--- src/rtl/uart_host_rx.sv ---
// uart_host_rx: host-side 8N1 serial receiver with a first-word-fall-through
// byte FIFO.
//
// Ports:
//   clk       - single clock, all logic on the rising edge
//   reset     - asynchronous active-low reset (0 = reset)
//   rx        - asynchronous serial input, idles high
//   rd_data   - byte at the FIFO head (0 while empty)
//   rd_valid  - FIFO not empty
//   rd_ready  - consumer pop; a pop occurs on rd_valid && rd_ready
//   count     - FIFO occupancy, 0..2**FIFO_AW
//   frame_err - one-cycle pulse when a stop bit is sampled low
//   overflow  - one-cycle pulse when a good byte is dropped on a full FIFO
module uart_host_rx #(
    parameter int BOARD_CK = 32000000,
    parameter int BAUD     = 115200,
    parameter int FIFO_AW  = 4
) (
    input  logic               clk,
    input  logic               reset,
    input  logic               rx,
    output logic [7:0]         rd_data,
    output logic               rd_valid,
    input  logic               rd_ready,
    output logic [FIFO_AW:0]   count,
    output logic               frame_err,
    output logic               overflow
);

    localparam int BIT   = (BOARD_CK + BAUD / 2) / BAUD;
    localparam int HALF  = BIT / 2;
    localparam int CW    = $clog2(BIT) + 1;
    localparam int DEPTH = 2 ** FIFO_AW;

    typedef enum logic [2:0] {IDLE, START, DATA, STOP, BREAK} state_t;

    state_t          state, state_n;
    logic [CW-1:0]   cnt, cnt_n;
    logic [2:0]      idx, idx_n;
    logic [7:0]      sh, sh_n;
    logic            sync1, rxs;
    logic            push, ferr_n, ovf_n;
    logic            pop, wr_en;

    logic [7:0]         mem [DEPTH];
    logic [FIFO_AW-1:0] wr_ptr, rd_ptr;

    // ---------------- receive FSM ----------------
    always_ff @(posedge clk or negedge reset) begin
        if (!reset) begin
            sync1     <= 1'b1;
            rxs       <= 1'b1;
            state     <= IDLE;
            cnt       <= '0;
            idx       <= '0;
            sh        <= '0;
            frame_err <= 1'b0;
            overflow  <= 1'b0;
        end else begin
            sync1     <= rx;
            rxs       <= sync1;
            state     <= state_n;
            cnt       <= cnt_n;
            idx       <= idx_n;
            sh        <= sh_n;
            frame_err <= ferr_n;
            overflow  <= ovf_n;
        end
    end

    always_comb begin
        state_n = state;
        cnt_n   = cnt;
        idx_n   = idx;
        sh_n    = sh;
        push    = 1'b0;
        ferr_n  = 1'b0;
        case (state)
            IDLE: begin
                if (!rxs) begin
                    state_n = START;
                    cnt_n   = CW'(HALF - 1);
                end
            end
            START: begin
                if (cnt == '0) begin
                    // Start bit must still be low at its centre, else glitch.
                    if (!rxs) begin
                        state_n = DATA;
                        cnt_n   = CW'(BIT - 1);
                        idx_n   = '0;
                    end else begin
                        state_n = IDLE;
                    end
                end else begin
                    cnt_n = cnt - 1'b1;
                end
            end
            DATA: begin
                if (cnt == '0) begin
                    // LSB-first: after 8 right shifts bit 0 holds the first bit.
                    sh_n  = {rxs, sh[7:1]};
                    cnt_n = CW'(BIT - 1);
                    idx_n = idx + 1'b1;
                    if (idx == 3'd7) state_n = STOP;
                end else begin
                    cnt_n = cnt - 1'b1;
                end
            end
            STOP: begin
                if (cnt == '0) begin
                    if (rxs) begin
                        push    = 1'b1;
                        state_n = IDLE;
                    end else begin
                        ferr_n  = 1'b1;
                        state_n = BREAK;
                    end
                end else begin
                    cnt_n = cnt - 1'b1;
                end
            end
            BREAK: begin
                // Hold off until the line returns high so a stuck-low line
                // does not generate a stream of bogus frames.
                if (rxs) state_n = IDLE;
            end
            default: state_n = IDLE;
        endcase
    end

    // ---------------- FWFT FIFO ----------------
    assign rd_valid = (count != '0);
    assign rd_data  = rd_valid ? mem[rd_ptr] : 8'h00;
    assign pop      = rd_valid && rd_ready;
    // A full FIFO still accepts a push when a pop frees the head this cycle.
    assign wr_en    = push && ((count != (FIFO_AW + 1)'(DEPTH)) || pop);
    assign ovf_n    = push && !wr_en;

    always_ff @(posedge clk) begin
        if (wr_en) mem[wr_ptr] <= sh_n;
    end

    always_ff @(posedge clk or negedge reset) begin
        if (!reset) begin
            wr_ptr <= '0;
            rd_ptr <= '0;
            count  <= '0;
        end else begin
            if (wr_en) wr_ptr <= wr_ptr + 1'b1;
            if (pop)   rd_ptr <= rd_ptr + 1'b1;
            case ({wr_en, pop})
                2'b10:   count <= count + 1'b1;
                2'b01:   count <= count - 1'b1;
                default: count <= count;
            endcase
        end
    end

endmodule

--- config.mk ---
export PLATFORM = sky130hd
export DESIGN_NAME = uart_host_rx
export DESIGN_NICKNAME = d
export VERILOG_FILES = /design/src/rtl/uart_host_rx.sv
export SDC_FILE = /design/constraint.sdc
export NUM_CORES = 1
export LEC_CHECK = 0
export ABC_AREA = 1
export BUFFER_PORTS_ARGS = -buffer_cell sky130_fd_sc_hd__buf_2
export CAP_MARGIN = 20
export CORE_UTILIZATION = 40
export CTS_BUF_LIST = sky130_fd_sc_hd__clkbuf_8
export DETAILED_ROUTE_END_ITERATION = 8
export PLACE_DENSITY_LB_ADDON = 0.12
export SLEW_MARGIN = 20
export SYNTH_ARGS = -nofsm -noshare
export SYNTH_HDL_FRONTEND = slang
export SYNTH_SLANG_ARGS = --single-unit
--- constraint.sdc ---
create_clock -name clk -period 5.2 [get_ports clk]
set_input_delay 0.26 -clock clk [delete_from_list [all_inputs] [get_ports clk]]
set_output_delay 0.26 -clock clk [all_outputs]
set_load 0.02 [all_outputs]
==> Implementation_results.wiki <==
{| class="wikitable"
! Metric !! Value
|-
| Peak Freq || 335 MHz
|-
| FILL cells || 1672
|-
| Met2 track demand over resource in global routing || 0.317
|-
| Count of buffers inserted at the top-level ports || 19
|-
| Max-Cap Viols || 0
|-
| Max Clock Skew || 0.0115 ns
|-
| Flip-flop cell with the highest count after synthesis || sky130_fd_sc_hd__edfxtp_1
|-
| Multi-input combinational cell area || 0.00209 mm2
|-
| Core Box Area || 0.0175 mm2
|-
| Number of rows created at floorplan || 48
|-
| Part of the Yosys area used for sequential elements || 0.670
|-
| Worst vdd ir || 0.000264 V
|-
| Worst r2r src || cnt[0]
|-
| H-tree levels || 4
|-
| Result of the run || finished, final reports clean
|-
| Post-layout nets || 674
|-
| Number of warning messages in the yosys log || 0
|-
| Number of vias after detailed routing || 4792
|-
| Hold Path Depth || 3
|-
| Final core utilization || 0.456
|-
| Initial Util || 0.415
|-
| Number of synthesized register bits || 169
|-
| Die Height || 137 um
|-
| Number of iterations in the first detailed-routing pass || 4
|-
| Number of synthesized flops with an enable pin || 128
|-
| Count of different cell masters after synthesis || 37
|-
| Half-perimeter wire length after detailed placement || 10.3 mm
|-
| Max-slew violations || 0
|-
| Number of DRC violations after detailed-routing iteration 0 || 307
|-
| Final critical-path required period || 2.99 ns
|-
| Number of buffers created by CTS || 17
|-
| Final sum of negative setup slack || 0 ns
|-
| Syn Area/Cell || 11.4 um2
|-
| Endpoint, Worst Hold || rd_ptr[0]
|-
| Leading cell type by number of instances after synthesis || sky130_fd_sc_hd__edfxtp_1
|-
| Data arrival time of the critical path || 2.73 ns
|-
| Proportion of synthesized flip-flops having asynchronous set or reset || 0.243
|-
| Number of antenna violations at the first check in global routing || 1
|-
| Delay of the slowest critical-path stage || 0.48 ns
|-
| Inserted Diodes || 0
|-
| Clock network latency to the later pin of the worst-skew pair || 0.46 ns
|-
| Setup Buffers After CTS || 0
|-
| FF/Latch Area || 0.00487 mm2
|-
| Critical R2R Capture || mem[8][7]
|-
| Number of failing hold endpoints at the final stage || 0
|-
| Setup slack on the worst flop-to-flop path || 2.28 ns
|-
| Leakage power || 3.29 nW
|-
| Total track usage || 0.195
|-
| Fraction of the cycle the final worst path needs || 0.575
|-
| Crit. Startpoint || rd_ptr[0]
|-
| Share of post-route cells with drive strength above 1 || 0.121
|-
| Setup Viol. Count Final || 0
|-
| Standard cell area after detailed placement || 0.00758 mm2
|-
| Floorplan die width || 137 um
|-
| Maximum number of pins on one net before global-route repair || 67
|-
| Remaining antenna violation count after routing || 0
|-
| Total power density per cell area || 463 mW/mm2
|-
| Clock-pin slew on the worst setup and hold paths || 0.09 ns
|-
| Reg2reg path depth || 10
|-
| Worst-Margin Slew || 1.00 ns
|-
| Cell at the slowest stage of the critical path || sky130_fd_sc_hd__buf_4
|-
| IO Count || 20
|-
| Crit Path Category || reg2out
|-
| Critical Path End Type || output pin
|-
| GR met3 Demand/Resource || 0.0411
|-
| Data required time of the critical path || 4.94 ns
|-
| Nature of the critical path startpoint || flip-flop
|-
| CTS tree || built
|-
| Net count of the mapped netlist || 654
|-
| Via count of the first global-routing pass || 4774
|-
| Routability cong. || 0.859
|-
| Maximum number of buffers from clock root to sink || 2
|-
| CTS root buf || sky130_fd_sc_hd__clkbuf_8
|-
| Total grt overflow || 0
|-
| Global-route layer with the greatest usage || met2
|-
| Rel. slew slack || 0.328
|-
| Met1 capacity usage during global routing || 0.259
|-
| Synth top area cells || sky130_fd_sc_hd__edfxtp_1, sky130_fd_sc_hd__dfrtp_1, sky130_fd_sc_hd__o21ai_0
|-
| DRC violation count after routing || 0
|-
| Routed length per instance || 18.6 um
|-
| Commonest cells in the synthesized netlist || sky130_fd_sc_hd__edfxtp_1, sky130_fd_sc_hd__nor2_1, sky130_fd_sc_hd__o21ai_0
|-
| First-pass GRT wire length || 26.4 mm
|-
| Final non-filler cell area || 0.00801 mm2
|-
| RSZ-0062 raised after global routing || no
|-
| Synthesized cell area || 0.00727 mm2
|-
| Avg Vias per Cell || 5.34
|-
| Min-delay worst type || in2reg
|-
| Fraction of synthesized cell area taken by the top area cell type || 0.528
|-
| Overall die area || 0.0187 mm2
|-
| Critical Path, Cell by Cell || clkinv_1 -> buf_4 -> o21ai_0 -> o221ai_1 -> nand3_1 -> a21oi_1 -> buf_2
|-
| Syn Inst Count || 639
|-
| Area growth from synthesis to layout || 10.0%
|-
| Area leader, netlist || sky130_fd_sc_hd__edfxtp_1
|-
| Total routed wirelength || 16.7 mm
|-
| Hold_ws || 0.130 ns
|-
| TritonCTS sink count || 169
|-
| Worst hold path startpoint || rd_ready
|-
| Maximum fanout along the worst path || 45
|}
## metrics by stage
stage / power [mW] / worst slack [ns] / cells
after floorplan: 2.43 / 2.84 / 639
after global placement: 2.81 / 2.37 / 862
after detailed placement: 2.83 / 2.27 / 862
after CTS: 3.72 / 2.05 / 896
after global routing: 3.93 / 1.96 / 897
final: 3.71 / 2.21 / 897
## power breakdown
| part | internal (mW) | switching [mW] | total, mW |
|---|---|---|---|
| combinational | 0.414 | 0.891 | 1.31 |
| sequential | 1.47 | 0.0390 | 1.51 |
| clock | 0.386 | 0.503 | 0.890 |
## worst max-delay path, delay by kind of cell, from the launching register on
kind | cells | cell delay, ns
AO/OA/AOI/OAI | 3 | 0.70
buffers and inverters | 3 | 0.97
flip-flops | 1 | 0.41
AND/OR/NAND/NOR | 1 | 0.14
## worst max path at each step
stage            endpoint  slack (ns)
3_5_place_dp   mem[15][3]        2.27
5_1_grt        rd_data[7]        1.96
6_report       rd_data[7]        2.21
2_1_floorplan   mem[0][6]        2.84
3_3_place_gp    mem[8][2]        2.37
4_1_cts        rd_data[3]        2.05
## layout by cell type, fill, tap and decap left out, drive strengths merged, types with 7 or more instances in the layout
cell,count
edfxtp,128
nor2,114
o21ai,92
nand2,59
inv,52
dfrtp,39
nand3,27
buf,26
o221ai,24
clkbuf,17
a21oi,15
ha,11
xor2,10
clkinv,10
nor3,9
o22ai,8
nand4,7
## routing by layer
| layer | up-vias | part of all wire |
|---|---|---|
| li1 | 2306 | - |
| met1 | 2369 | 0.48 |
| met2 | 92 | 0.47 |
| met3 | 23 | 0.035 |
| met4 | 2 | 0.016 |
| met5 | - | 0.00072 |
## timing repair
item | in CTS | in global routing
hold buffers | 2 | 0
hold endpoints to repair | 40 | 0
resized for setup | 0 | 0
## logic make-up (layout without fill, tap and decap cells)
| kind of cell | count (synthesis) | after routing | share of synthesized area |
|---|---|---|---|
| AND/OR/NAND/NOR | 218 | 218 | 0.128 |
| flip-flops | 169 | 169 | 0.670 |
| buffers and inverters | 79 | 112 | 0.0433 |
| AO/OA/AOI/OAI | 145 | 145 | 0.118 |
| adder cells (fa/ha/maj) | 11 | 11 | 0.0189 |
| multiplexers | 6 | 6 | 0.00929 |
| XOR/XNOR | 11 | 11 | 0.0132 |
## cell type report
cell class / count / area share
Clock inverter: 15 / 0.0183
Timing Repair Buffer: 28 / 0.0234
Clock buffer: 17 / 0.0292
Tap cell: 225 / 0.0352
Inverter: 52 / 0.0244
Multi-Input combinational cell: 391 / 0.261
Sequential cell: 169 / 0.609
## registers in the layout, summed over array words and instances (netlist names)
| signal | count |
|---|---|
| mem | 128 |
| cnt | 10 |
| sh | 8 |
| count | 5 |
| rd_ptr | 4 |
| wr_ptr | 4 |
| idx | 3 |
| state | 3 |
| frame_err | 1 |
| overflow | 1 |
| rxs | 1 |
| sync1 | 1 |
No activity file was read; power rests on OpenSTA's default activity.
